--- src/rtl/div_unit_pkg.sv ---
// Shared definitions for the integer divide functional unit.
package div_unit_pkg;

  localparam int XLEN      = 32;
  localparam int ROB_DEPTH = 8;
  localparam int ROB_IDX_W = 3;
  localparam int PREG_W    = 7;

  // Bit position of the divider within the EX_ready vector.
  localparam int FU_DIV_IDX = 3;

  localparam logic [2:0] F3_DIV  = 3'b100;
  localparam logic [2:0] F3_DIVU = 3'b101;
  localparam logic [2:0] F3_REM  = 3'b110;
  localparam logic [2:0] F3_REMU = 3'b111;

  function automatic logic f3_is_signed(input logic [2:0] f3);
    return (f3 == F3_DIV) || (f3 == F3_REM);
  endfunction

  function automatic logic f3_is_rem(input logic [2:0] f3);
    return (f3 == F3_REM) || (f3 == F3_REMU);
  endfunction

endpackage

--- src/rtl/div_unit_core.sv ---
// Radix-2 restoring divider datapath on unsigned magnitudes; one bit per cycle.
module div_core #(
  parameter int XLEN = 32
) (
  input  logic            clk,
  input  logic            rst,
  input  logic            start,
  input  logic            abort,
  input  logic [XLEN-1:0] dividend,
  input  logic [XLEN-1:0] divisor,
  output logic            done,
  output logic [XLEN-1:0] quotient,
  output logic [XLEN-1:0] remainder
);

  localparam int CNT_W = $clog2(XLEN) + 1;
  localparam logic [CNT_W-1:0] LAST = CNT_W'(XLEN - 1);

  logic             busy;
  logic [CNT_W-1:0] count;
  logic [XLEN-1:0]  dvsr;
  logic [XLEN:0]    rem_shift;
  logic [XLEN:0]    diff;

  // The extra top bit of diff is the borrow of the trial subtraction.
  always_comb begin
    rem_shift = {remainder, quotient[XLEN-1]};
    diff      = rem_shift - {1'b0, dvsr};
  end

  always_ff @(posedge clk or posedge rst) begin
    if (rst) begin
      busy      <= 1'b0;
      done      <= 1'b0;
      count     <= '0;
      dvsr      <= '0;
      quotient  <= '0;
      remainder <= '0;
    end else if (abort) begin
      busy <= 1'b0;
      done <= 1'b0;
    end else if (start) begin
      busy      <= 1'b1;
      done      <= 1'b0;
      count     <= '0;
      dvsr      <= divisor;
      quotient  <= dividend;
      remainder <= '0;
    end else if (busy) begin
      if (diff[XLEN]) begin
        remainder <= rem_shift[XLEN-1:0];
        quotient  <= {quotient[XLEN-2:0], 1'b0};
      end else begin
        remainder <= diff[XLEN-1:0];
        quotient  <= {quotient[XLEN-2:0], 1'b1};
      end
      count <= count + 1'b1;
      if (count == LAST) begin
        busy <= 1'b0;
        done <= 1'b1;
      end
    end else begin
      done <= 1'b0;
    end
  end

endmodule

--- src/rtl/div_unit.sv ---
// EX-stage divide unit: tag latching, special cases, sign fix-up, flush and writeback handshake.
module div_unit #(
  parameter int XLEN      = div_unit_pkg::XLEN,
  parameter int ROB_DEPTH = div_unit_pkg::ROB_DEPTH,
  parameter int ROB_IDX_W = div_unit_pkg::ROB_IDX_W,
  parameter int PREG_W    = div_unit_pkg::PREG_W
) (
  input  logic                 clk,
  input  logic                 rst,
  input  logic                 in_valid,
  input  logic [XLEN-1:0]      in_rs1_data,
  input  logic [XLEN-1:0]      in_rs2_data,
  input  logic [2:0]           in_f3,
  input  logic [PREG_W-1:0]    in_rd,
  input  logic [ROB_IDX_W-1:0] in_rob_idx,
  output logic                 ready,
  output logic                 out_valid,
  output logic [XLEN-1:0]      out_data,
  output logic [PREG_W-1:0]    out_rd,
  output logic [ROB_IDX_W-1:0] out_rob_idx,
  input  logic                 out_ready,
  input  logic                 mispredict,
  input  logic [ROB_DEPTH-1:0] flush_mask
);

  import div_unit_pkg::*;

  typedef enum logic [1:0] {IDLE, CALC, DONE} state_t;

  localparam logic [XLEN-1:0] INT_MIN = {1'b1, {(XLEN-1){1'b0}}};

  state_t          state;
  logic            is_rem_q, neg_quo_q, neg_rem_q;
  logic            op_signed, op_rem, accept, kill, div_zero, overflow, core_start, core_done;
  logic [XLEN-1:0] a_mag, b_mag, special_data, core_quo, core_rem, final_data;

  assign ready     = (state == IDLE);
  assign out_valid = (state == DONE);

  always_comb begin
    op_signed    = f3_is_signed(in_f3);
    op_rem       = f3_is_rem(in_f3);
    accept       = in_valid && (state == IDLE) && !(mispredict && flush_mask[in_rob_idx]);
    kill         = mispredict && flush_mask[out_rob_idx];
    div_zero     = (in_rs2_data == '0);
    overflow     = op_signed && (in_rs1_data == INT_MIN) && (in_rs2_data == '1);
    core_start   = accept && !div_zero && !overflow;
    a_mag        = (op_signed && in_rs1_data[XLEN-1]) ? -in_rs1_data : in_rs1_data;
    b_mag        = (op_signed && in_rs2_data[XLEN-1]) ? -in_rs2_data : in_rs2_data;
    special_data = div_zero ? (op_rem ? in_rs1_data : '1) : (op_rem ? '0 : INT_MIN);
    if (is_rem_q) final_data = neg_rem_q ? -core_rem : core_rem;
    else          final_data = neg_quo_q ? -core_quo : core_quo;
  end

  div_core #(.XLEN(XLEN)) u_core (
    .clk       (clk),
    .rst       (rst),
    .start     (core_start),
    .abort     (kill && (state == CALC)),
    .dividend  (a_mag),
    .divisor   (b_mag),
    .done      (core_done),
    .quotient  (core_quo),
    .remainder (core_rem)
  );

  // Flush of the held tag wins over both the iteration result and the writeback grant.
  always_ff @(posedge clk or posedge rst) begin
    if (rst) begin
      state       <= IDLE;
      out_data    <= '0;
      out_rd      <= '0;
      out_rob_idx <= '0;
      is_rem_q    <= 1'b0;
      neg_quo_q   <= 1'b0;
      neg_rem_q   <= 1'b0;
    end else begin
      case (state)
        IDLE: if (accept) begin
          out_rd      <= in_rd;
          out_rob_idx <= in_rob_idx;
          is_rem_q    <= op_rem;
          neg_quo_q   <= op_signed && (in_rs1_data[XLEN-1] ^ in_rs2_data[XLEN-1]);
          neg_rem_q   <= op_signed && in_rs1_data[XLEN-1];
          if (div_zero || overflow) begin
            out_data <= special_data;
            state    <= DONE;
          end else begin
            state <= CALC;
          end
        end
        CALC: if (kill) begin
          state <= IDLE;
        end else if (core_done) begin
          out_data <= final_data;
          state    <= DONE;
        end
        DONE: if (kill || out_ready) state <= IDLE;
        default: state <= IDLE;
      endcase
    end
  end

endmodule
--- config.mk ---
export PLATFORM = sky130hd
export DESIGN_NAME = div_unit
export DESIGN_NICKNAME = d
export VERILOG_FILES = /design/src/rtl/div_unit_pkg.sv /design/src/rtl/div_unit_core.sv /design/src/rtl/div_unit.sv
export SDC_FILE = /design/constraint.sdc
export NUM_CORES = 1
export LEC_CHECK = 0
export CAP_MARGIN = 20
export CORE_MARGIN = 2
export CORE_UTILIZATION = 50
export DETAILED_ROUTE_END_ITERATION = 6
export PLACE_DENSITY = 0.78
export RECOVER_POWER = 50
export SYNTH_ARGS = -nofsm -noshare
export SYNTH_HDL_FRONTEND = slang
export SYNTH_SLANG_ARGS = --single-unit
--- constraint.sdc ---
create_clock -name clk -period 15.6 [get_ports clk]
set_input_delay 3.12 -clock clk [delete_from_list [all_inputs] [get_ports clk]]
set_output_delay 3.12 -clock clk [all_outputs]
set_load 0.01 [all_outputs]
==> results.cfg <==
[timing]
slew_viol_final = 154
timing.final.crit_share_pct = 58.38
min_period_ns = 9.107
hold_viol_final = 0
max_freq_ghz = 0.1098
setup_slack_ns = 6.493
worst_pin_slew_ns = 4.146
relSlewSlack_pct = -177.9
finClkSkew_ns = 0.01775
setup_viol = 0
setup_tns_ns = 0
rsz0062_at_grt = no

[drt]
routedWlPerCell_um = 18.05
firstDrtPassIters = 5
drc = 0
drt_iter0_markers = 989
vias = 10876
via_per_inst = 6.039
postRouteAntennaNets = 0
wl_um = 32500

[power_and_ir_drop]
p_seq_share_pct = 26.2
ir_drop_uv = 206.7
netSwitchingFraction_pct = 47.03
powerDensity_nw_per_um2 = 216.5
combinationalPowerShare_pct = 58.7
netSwitchingPower_mw = 1.382
pwr-share-clk_pct = 15.1
leakagePower_nw = 5.620
power.internal_mw = 1.557

[cts]
cts_max_level = 4
clock-sinks = 151
postCtsHoldBufs = 0
numCtsBuffers = 17
clk_pin_slew_ns = 0.06
post_cts_buffers = 0
clock-root-buffer = clkbuf_16
cts_tree = done
clk_path_buf_depth = 2
clk_latency_ns = 0.43
cts_resized = 0

[synth]
yosysTopAreaCell = dfrtp_1
synth_area_leaders = dfrtp_1 33%, o21ai_0 6.2%, nand2_1 6.0%
synth_cell_type_count = 70
synth_ff_type = dfrtp_1
synth-edff-count = 0
ys_ff_latch = 151
yosysWarnings = 0
synth_top_area_share_pct = 32.80
yosysSeqAreaShare_pct = 32.80
synthArstFlopShare_pct = 100.0
synth_cells = 1419
synth_area_per_cell_um2 = 8.117
synth_area_um2 = 11520
synth_nets = 1548

[place]
dpl-instance-area_um2 = 12930
place_ws_ns = 8.013
dp.cells = 1768
post-dp-hpwl_um = 23460
port_buffers = 133
gp_congestion = 0.9149

[status]
violations = max-capacitance violations, max-slew violations
outcome = complete, but fails checks

[cells_and_area]
layout-drive-gt1-share_pct = 5.475
antennaDiodeCount = 0
stdcell_count = 1801
syn2layout_area_growth_pct = 17.87
final_net_count = 1632
final_util_pct = 59.97
fin_area_um2 = 13580

[setup_path]
arrival_ns = 8.61
startpoint_type = primary input
critical_path_required_ns = 15.10
r2r_setup_slack_ns = 11.50
crit_type = in -> async
path_max_fanout = 91
end_kind = async pin

[hold_path]
worstHoldPathType = reg -> reg

[global_routing]
grt-ovfl-total = 0
grtUsageTotal_pct = 26.92
grt_max_degree = 92
grt_pass1_vias = 10493
grt_pass1_wl_um = 52640
antenna_found_initial = 0

[run]
cap_violations = 2

[floorplanning]
core_area_um2 = 22640
die_h_um = 155.8
initial_utilization_pct = 50.88
die_w_um = 155.8
row_count = 55
dieArea_um2 = 24270
io-pin-count = 134
-- power by group through the flow --
stage	Combinational (mW)	Clock [mW]	Sequential, mW
CTS	1.72	0.446	0.765
floorplan	1.38	0	0.683
global route	1.93	0.461	0.793
finish	1.73	0.443	0.770
detailed placement	1.71	0	0.770
global placement	1.67	0	0.764
-- metal layers --
metal  part of all wire, %  global-route usage, %
met4                   3.8                  10.88
met5                     0                      0
met2                    48                  44.46
met3                   6.6                  6.056
met1                    42                  34.31
-- synth_stat cells (all sizes together), types with 14 or more instances --
cell type / number
o211ai: 33
o21ai: 147
nand4: 19
o31ai: 24
inv: 56
nand3: 26
clkbuf: 60
nand2b: 20
nor4: 14
o41ai: 14
dfrtp: 151
xnor2: 77
a31oi: 59
nor2: 125
mux2i: 22
ha: 38
nand2: 186
a21o: 14
xor2: 69
buf: 21
a21oi: 89
nor3: 21
-- layout make-up --
cell class / instances / area [um2]
clock inverters: 10 / 143.9
clock buffers: 22 / 484.2
inverters: 56 / 211.5
well taps: 285 / 356.6
fillers: 1951 / 9064
flip-flops and latches: 151 / 3780
multi-input cells: 1131 / 7156
repair buffers: 146 / 1445
-- worst paths after layout --
path                                startpoint                    to  cells past startpoint
min in group asynchronous                  rst        u_core.dvsr[6]                      2
max reg2reg                u_core.quotient[31]  u_core.remainder[25]                     13
min                            u_core.dvsr[12]       u_core.dvsr[12]                      2
max in group clk                in_rs1_data[8]   u_core.quotient[29]                     10
max                                        rst              is_rem_q                      3
min reg2reg                    u_core.dvsr[12]       u_core.dvsr[12]                      2
-- placed cells by master, fill, tap and decap left out, types with 45 or more instances in the layout --
| cell type | netlist | final |
|---|---|---|
| a21oi_1 | 88 | 88 |
| a31oi_1 | 59 | 59 |
| clkdlybuf4s50_1 | 0 | 88 |
| dfrtp_1 | 151 | 150 |
| dlygate4sd3_1 | 0 | 45 |
| inv_1 | 56 | 55 |
| nand2_1 | 185 | 185 |
| nor2_1 | 125 | 124 |
| o21ai_0 | 143 | 142 |
| xnor2_1 | 77 | 76 |
| xor2_1 | 69 | 69 |
-- stage by stage --
step	power (mW)	hold slack, ns
3_5_place_dp	2.477	0.4740
2_1_floorplan	2.062	0.4311
3_3_place_gp	2.437	0.4635
6_report	2.939	0.4853
4_1_cts	2.934	0.4871
5_1_grt	3.184	0.5162
-- flip-flops by register name, summed over array words and instances (netlist names), 2 cells and up --
signal and flops:
state 2, out_rd 7, u_core.count 6, u_core.quotient 32
out_rob_idx 3, out_data 32, u_core.remainder 32, u_core.dvsr 32
-- logic make-up (layout without fill, tap and decap cells) --
group                    after synthesis  in the layout  share of synthesized area, %
AND/OR/NAND/NOR                      475            475                         19.34
AO/OA/AOI/OAI                        433            433                         23.34
flip-flops                           151            151                         32.80
XOR/XNOR                             146            146                         11.10
buffers and inverters                137            234                         5.247
adder cells (fa/ha/maj)               39             39                         4.302
multiplexers                          38             38                         3.867
-- worst max-delay path: stages --
cell and delay [ns]:
dlygate4sd3_1 0.55, clkinvlp_2 2.32, clkbuf_1 2.56
No activity file was read; power rests on OpenSTA's default activity.
